### src/rtl/cpu_pkg.sv
// Shared CPU constants: program address width, PC-select encodings and stack opcodes.
package cpu_pkg;

  localparam int ADDR_W = 12;

  typedef enum logic [1:0] {
    SEL_PC_INC = 2'b00,
    SEL_BRANCH = 2'b01,
    SEL_JUMP   = 2'b10,
    SEL_RET    = 2'b11
  } selectAdressT;

  localparam logic [4:0] OPC_CALL = 5'b11101;
  localparam logic [5:0] OPC_RET  = 6'b111100;

endpackage

### src/rtl/rstack_mem.sv
// Return-stack storage: DEPTH x ADDR_W register file, one write port, one async read port.
module rstack_mem #(
  parameter int ADDR_W = cpu_pkg::ADDR_W,
  parameter int DEPTH  = 8,
  parameter int PTR_W  = 3
) (
  input  logic              clock,
  input  logic              wrEn,
  input  logic [PTR_W-1:0]  wrIdx,
  input  logic [ADDR_W-1:0] wrData,
  input  logic [PTR_W-1:0]  rdIdx,
  output logic [ADDR_W-1:0] rdData
);

  logic [ADDR_W-1:0] mem [DEPTH];

  // Contents are never reset; occupancy is tracked entirely by the top level.
  always_ff @(posedge clock) begin
    if (wrEn) mem[wrIdx] <= wrData;
  end

  assign rdData = mem[rdIdx];

endmodule

### src/rtl/return_stack.sv
// Call/return-address stack with registered pop output and sticky error flags.
// Define RSTACK_WRAP_EN to make a push while full overwrite the oldest entry.
module return_stack #(
  parameter int ADDR_W = cpu_pkg::ADDR_W,
  parameter int DEPTH  = 8,
  parameter int PTR_W  = 3
) (
  input  logic              clock,
  input  logic              init_signal_n,
  input  logic              push,
  input  logic              pop,
  input  logic [ADDR_W-1:0] push_addr,
  input  logic              clear_err,
  output logic [ADDR_W-1:0] ret_addr,
  output logic              ret_valid,
  output logic [PTR_W:0]    count,
  output logic              full,
  output logic              empty,
  output logic              overflow,
  output logic              underflow
);

  logic [PTR_W-1:0]  spReg, spNext;
  logic [PTR_W:0]    countReg, countNext;
  logic [ADDR_W-1:0] retAddrReg, retAddrNext;
  logic              retValidReg;
  logic              ofReg, ufReg, ofSet, ufSet;
  logic              wrEn;
  logic [PTR_W-1:0]  wrIdx, topIdx;
  logic [ADDR_W-1:0] topData;

  assign topIdx = spReg - PTR_W'(1);
  assign empty  = (countReg == '0);
  assign full   = (countReg == (PTR_W+1)'(DEPTH));

  rstack_mem #(.ADDR_W(ADDR_W), .DEPTH(DEPTH), .PTR_W(PTR_W)) uMem (
    .clock  (clock),
    .wrEn   (wrEn),
    .wrIdx  (wrIdx),
    .wrData (push_addr),
    .rdIdx  (topIdx),
    .rdData (topData)
  );

  always_comb begin
    spNext      = spReg;
    countNext   = countReg;
    retAddrNext = retAddrReg;
    ofSet       = 1'b0;
    ufSet       = 1'b0;
    wrEn        = 1'b0;
    wrIdx       = spReg;
    if (pop && !empty) begin
      retAddrNext = topData;
      if (push) begin
        // Tail call: the popped slot is reused in place.
        wrEn  = 1'b1;
        wrIdx = topIdx;
      end else begin
        spNext    = topIdx;
        countNext = countReg - (PTR_W+1)'(1);
      end
    end else if (pop) begin
      retAddrNext = '0;
      ufSet       = 1'b1;
      if (push) begin
        wrEn      = 1'b1;
        spNext    = spReg + PTR_W'(1);
        countNext = countReg + (PTR_W+1)'(1);
      end
    end else if (push) begin
      if (!full) begin
        wrEn      = 1'b1;
        spNext    = spReg + PTR_W'(1);
        countNext = countReg + (PTR_W+1)'(1);
      end else begin
`ifdef RSTACK_WRAP_EN
        // sp already points at the oldest entry once the stack has wrapped.
        wrEn   = 1'b1;
        spNext = spReg + PTR_W'(1);
`else
        ofSet = 1'b1;
`endif
      end
    end
  end

  always_ff @(posedge clock or negedge init_signal_n) begin
    if (!init_signal_n) begin
      spReg       <= '0;
      countReg    <= '0;
      retAddrReg  <= '0;
      retValidReg <= 1'b0;
      ofReg       <= 1'b0;
      ufReg       <= 1'b0;
    end else begin
      spReg       <= spNext;
      countReg    <= countNext;
      retAddrReg  <= retAddrNext;
      retValidReg <= pop;
      ofReg       <= ofSet | (ofReg & ~clear_err);
      ufReg       <= ufSet | (ufReg & ~clear_err);
    end
  end

  assign ret_addr  = retAddrReg;
  assign ret_valid = retValidReg;
  assign count     = countReg;
  assign overflow  = ofReg;
  assign underflow = ufReg;

endmodule

### config.mk
export PLATFORM = sky130hd
export DESIGN_NAME = return_stack
export DESIGN_NICKNAME = d
export VERILOG_FILES = /design/src/rtl/cpu_pkg.sv /design/src/rtl/rstack_mem.sv /design/src/rtl/return_stack.sv
export SDC_FILE = /design/constraint.sdc
export NUM_CORES = 1
export LEC_CHECK = 0
export CAP_MARGIN = 20
export CORE_MARGIN = 1.5
export CORE_UTILIZATION = 45
export DETAILED_ROUTE_END_ITERATION = 12
export PLACE_DENSITY = 0.71
export REMOVE_ABC_BUFFERS = 1
export SLEW_MARGIN = 40
export SYNTH_ARGS = -nofsm -noshare
export SYNTH_HDL_FRONTEND = slang
export SYNTH_SLANG_ARGS = --single-unit
### constraint.sdc
create_clock -name clock -period 4.3 [get_ports clock]
set_input_delay 0.43 -clock clock [delete_from_list [all_inputs] [get_ports clock]]
set_output_delay 0.43 -clock clock [all_outputs]
set_load 0.05 [all_outputs]
# Word level (Yosys, flattened, before mapping)
# Memory sizes are Yosys's and may differ from the RTL's.
# Cells that the tools add are included.
[classes] n_addsub=4 eq_ne=3 n_lt_le_gt_ge=0 n_div=0 n_bitwise=5 n_mul=0 mux=29 reduce_logical=6 shift=0
[ops] cell="12-bit 2-to-1 mux" count=2
[ops] cell="3-bit 2-to-1 mux" count=8
[ops] cell="4-bit 2-to-1 mux" count=6
[ops] cell="1-bit 2-to-1 mux" count=13
[ops] cell="4-bit by 1-bit adder with 4-bit output (second input constant)" count=1
[ops] cell="4-bit equality test (second input constant)" count=1
[ops] cell="4-bit logical NOT" count=1
[ops] cell="2-bit nonzero test" count=2
[ops] cell="4-bit by 1-bit subtractor with 4-bit output (second input constant)" count=1
[ops] cell="3-bit by 1-bit adder with 3-bit output (second input constant)" count=1
[ops] cell="3-bit by 2-bit != test with 1-bit output (second input constant)" count=1
[ops] cell="3-bit AND reduction" count=1
[ops] cell="3-bit by 1-bit subtractor with 3-bit output (second input constant)" count=1
[ops] cell="1-bit bitwise AND" count=2
[ops] cell="2-bit != test (second input constant)" count=1
[ops] cell="1-bit OR" count=2
[ops] cell="1-bit logical AND" count=1
[ops] cell="1-bit logical NOT" count=1
[ops] cell="1-bit NOT" count=1
[word_totals] output_inout_bits=21 wordCells=54 latch_bits=0 regBits=22 romBits=0 memories=1 ramBits=96 in_bits=17
[memory_table] memory="uMem.mem" depth=8 width=12 rd=1 rd_clocked_by_memory_dff=0 wr=1 line="rstack_mem.sv:15" rtl="logic [ADDR_W-1:0] mem [DEPTH];"

# Depth between registers and ports, before layout
[logic_depth] ltp_word=7 depth_mapped=9

# Hierarchy
# From an unflattened synthesis, not the netlist that was laid out.
[hier_totals] hier_cells=267 area_unflattened_um2=5021.1
[by_module_without_submodules] module="rstack_mem" n_inst=1 cells_each=152 seq_area_each_um2=2882.8 area_each_um2=3747.3
[by_module_without_submodules] module="return_stack" n_inst=1 cells_each=115 seq_area_each_um2=550.5 area_each_um2=1273.7

# Least setup slack after synthesis
# No wires, ideal clock.
[synth_path] kind="flip-flop to flip-flop" from="register spReg[0]" to="memory uMem.mem[1][0], enable pin" setup_time_ns=0.385 setup_slack_ns=1.107 synth_period_minus_slack_ns=3.193 t_arrival_ns=2.808 stages_incl_launch_ff=10 cell_sequence="dfrtp_1 > buf_2 > clkbuf_1 > inv_1 > ha_1 > clkbuf_1 > clkbuf_1 > nor2b_1 > nand4_1 > a21oi_1"
[synth_via] elab_chain_len=3
[synth_rtl] element="start, declared" line="return_stack.sv:23" rtl="logic [PTR_W-1:0] spReg, spNext;"
[synth_rtl] element="start signal, assigned" line="return_stack.sv:97" rtl="spReg <= spNext;"
[synth_rtl] element="3-bit by 1-bit subtractor with 3-bit output" line="return_stack.sv:32" rtl="assign topIdx = spReg - PTR_W'(1);"
[synth_rtl] element="3-bit 2-to-1 mux" line="return_stack.sv:55" rtl="if (push) begin"
[synth_rtl] element="3-bit 2-to-1 mux *" line="return_stack.sv:53" rtl="if (pop && !empty) begin"
[synth_rtl] element="end, declared" line="rstack_mem.sv:15"
# Mark *: on every way between the ends. The rest lies on a longest branch, timed or not.

# Final worst setup path
[layout_path] from="register countReg[1] (netlist: count[1])" to="output empty"
[layout_via] elab_chain_len=1
[layout_rtl] element="start, declared" line="return_stack.sv:24" rtl="logic [PTR_W:0] countReg, countNext;"
[layout_rtl] element="start signal, assigned" line="return_stack.sv:98" rtl="countReg <= countNext;"
[layout_rtl] element="4-bit logical NOT" line="return_stack.sv:33" rtl="assign empty = (countReg == '0);"
[layout_rtl] element="end, declared" line="return_stack.sv:18" rtl="output logic empty,"
# No other way between the ends.

==> impl_metrics.env <==
export IMPL_status="finished clean"
export IMPL_placed_cell_area_um2=5500
export IMPL_first_iter_violations=180
export IMPL_cap_violations=0
export IMPL_route_detailed_drc=0
export IMPL_wl_um=9240
export IMPL_min_path_type="in2async"
export IMPL_synth_top_area_share_pct=58.7
export IMPL_ios=38
export IMPL_yosys_area_top_type="edfxtp_1"
export IMPL_slew_violations=0
export IMPL_port_buffer_count=37
export IMPL_synthTopCellsByArea="edfxtp_1 (59%), dfrtp_1 (11%), mux4_2 (11%), mux2i_1 (2.7%), o2bb2ai_1 (2.1%)"
export IMPL_track_usage_pct=18.1
export IMPL_grt_first_pass_wirelength_um=15000
export IMPL_fmax_mhz=326
export IMPL_setup_violations_final=0
export IMPL_core_area_um2=10500
export IMPL_end_kind="output port"
export IMPL_cts_tree="done"
export IMPL_ctsLongestPathBuffers=2
export IMPL_crit_chain="or4_1, inv_1, clkdlybuf4s50_1"
export IMPL_post_route_period_util_pct=71.3
export IMPL_syn_area_per_cell_um2=18.5
export IMPL_clkSlewWorstSetupHoldPaths_ns=0.06
export IMPL_cts_made_buffers=17
export IMPL_path_buf_inv=2
export IMPL_ctsHtreeMaxLevel=4
export IMPL_grt_max_degree=35
export IMPL_fin_cells=470
export IMPL_synth_cells_most_frequent="edfxtp_1 (96), mux4_2 (24), dfrtp_1 (22)"
export IMPL_syn_area_um2=4910
export IMPL_required_ns=3.87
export IMPL_synth_distinct_cells=43
export IMPL_fin_area_um2=6080
export IMPL_cts_sinks=118
export IMPL_vdd_ir_drop_max_mv=0.393
export IMPL_power_density_nw_per_um2=799
export IMPL_min_period_ns=3.06
export IMPL_cts_resized=0
export IMPL_dp_cells=438
export IMPL_crit_fanout=14
export IMPL_die_x_um=107
export IMPL_ctsRootBufferMaster="clkbuf_8"
export IMPL_slowest_delay_ns=0.80
export IMPL_wl_per_cell_um=19.6
export IMPL_drtPass1Iterations=4
export IMPL_grt_overflow=0
export IMPL_ys_seq_area_share_pct=69.9
export IMPL_cpMaxStageDelayCell="clkdlybuf4s50_1"
export IMPL_cp_top_family="buffers and inverters"
export IMPL_nets=342
export IMPL_dieHeight_um=107
export IMPL_initial_core_util_pct=46.9
export IMPL_clock_latency_ns=0.52
export IMPL_vias=2656
export IMPL_criticalPathCategory="reg2out"
export IMPL_ctsHoldBuffers=0
export IMPL_yosys_warnings=0
export IMPL_synthCells=265
export IMPL_area_growth_pct=23.9
export IMPL_critical_path_depth=3
export IMPL_antenna_left=0
export IMPL_n_antenna_cell=0
export IMPL_synth_flop_cell="edfxtp_1"
export IMPL_relSlewSlack_pct=59.6
export IMPL_place_congestion=0.774
export IMPL_grt_setup_unrepaired="no"
export IMPL_async_flop_share_pct=18.6
export IMPL_synth_most_common_cell="edfxtp_1"
export IMPL_leakage_nw=2.10
export IMPL_skew_ns=0.00800
export IMPL_post_cts_buffers=0
export IMPL_dpl_hpwl_um=5840
export IMPL_dieArea_um2=11500
export IMPL_arrival_ns=2.63
export IMPL_hold_viol=0
export IMPL_rr_worst_depth=5
export IMPL_grt_pass1_vias=2720
export IMPL_fin_tns_setup_ns=0
export IMPL_via_per_inst=5.65
export IMPL_worstMarginPinSlew_ns=0.606
export IMPL_ys_seq_elements=118
export IMPL_rows=37
export IMPL_startpoint_type="flip-flop"
export IMPL_synth_edf_count=96
export IMPL_antenna_found_initial=0
export IMPL_layout_drive_gt1_share_pct=23.4
## power by group
| group | switching [mW] | total (mW) | internal [mW] |
|---|---|---|---|
| sequential | 0.165 | 1.67 | 1.50 |
| combinational | 1.04 | 1.84 | 0.797 |
| clock | 0.482 | 1.36 | 0.874 |
| total | 1.69 | 4.86 | 3.17 |
## logic make-up after synthesis
family	synth area share [%]
XOR/XNOR	1.58
flip-flops	69.9
adder cells (fa/ha/maj)	1.22
buffers and inverters	2.29
multiplexers	14.1
AND/OR/NAND/NOR	3.44
AO/OA/AOI/OAI	7.42
## sequential cells by signal, summed over array words and instances, names as in the netlist
register	count
ret_addr	12
overflow	1
count	4
underflow	1
uMem.mem	96
spReg	3
ret_valid	1
## final cells by class
cell class,count,area (um2)
clock inverter,14,160
timing repair buffer,54,498
clock buffer,18,418
inverter,10,37.5
fill,790,4380
multi-input combinational,120,1360
tap,136,170
sequential,118,3430
## final timing paths
path	from	to	slack [ns]
max	count[1]$_DFFE_PN0P_	empty	1.24
min	init_signal_n	ret_addr[6]$_DFFE_PN0P_	0.28
max reg2reg	count[1]$_DFFE_PN0P_	uMem.mem[3][7]$_DFFE_PP_	1.61
min reg2reg	ret_addr[6]$_DFFE_PN0P_	ret_addr[6]$_DFFE_PN0P_	0.49
max in group asynchronous	init_signal_n	spReg[0]$_DFFE_PN0P_	3.76
min in group clock	ret_addr[6]$_DFFE_PN0P_	ret_addr[6]$_DFFE_PN0P_	0.49
## per-layer routing
layer / wire length (um) / track usage [%] / share of wire [%] / vias to the layer above
li1: - / - / - / 1205
met5: 0 / 0 / 0 / -
met4: 187 / 7.14 / 2.0 / 0
met3: 540 / 5.57 / 5.8 / 19
met1: 4000 / 23.8 / 43 / 1337
met2: 4500 / 28.3 / 49 / 95
## cells in the final DEF (no fill, tap or decap), types with 2 or more instances in the layout
master,netlist,final
edfxtp_1,96,96
clkdlybuf4s50_1,0,37
mux4_2,24,24
dfrtp_1,22,21
buf_4,1,17
clkbuf_16,0,16
mux2i_1,13,13
o2bb2ai_1,12,12
inv_1,9,9
a21oi_1,9,9
nand4_1,8,8
xnor2_1,7,7
ha_1,4,4
clkinvlp_4,0,4
a2111o_1,3,3
nor2b_1,3,3
clkinv_2,0,3
bufinv_16,0,3
nor2_1,2,2
o2111ai_1,2,2
nor3_1,2,2
o211ai_1,2,2
and2_1,2,2
nand2b_1,2,2
a211o_1,2,2
o22ai_1,2,2
mux2_1,2,2
a2111oi_0,2,2
clkinv_4,0,2
clkinv_1,0,2
## through the flow
step / setup WS [ns] / hold WS [ns] / total power [mW] / util [%]
3_5_place_dp: 1.27 / 0.474 / 3.54 / 52.6
6_report: 1.24 / 0.278 / 4.86 / 58.1
5_1_grt: 1.13 / 0.298 / 5.10 / 58.1
2_1_floorplan: 0.543 / 0.134 / 2.96 / -
3_3_place_gp: 1.38 / 0.478 / 3.52 / 52.6
4_1_cts: 1.20 / 0.284 / 4.91 / 58.1
## worst register-to-register path, stage by stage (launching register included)
cell and delay [ns]:
dfrtp_1 0.53, o41ai_4 0.44, inv_2 0.19, a2111o_1 0.43
a21oi_1 0.51, buf_4 0.30
No activity file was read; power rests on OpenSTA's default activity.
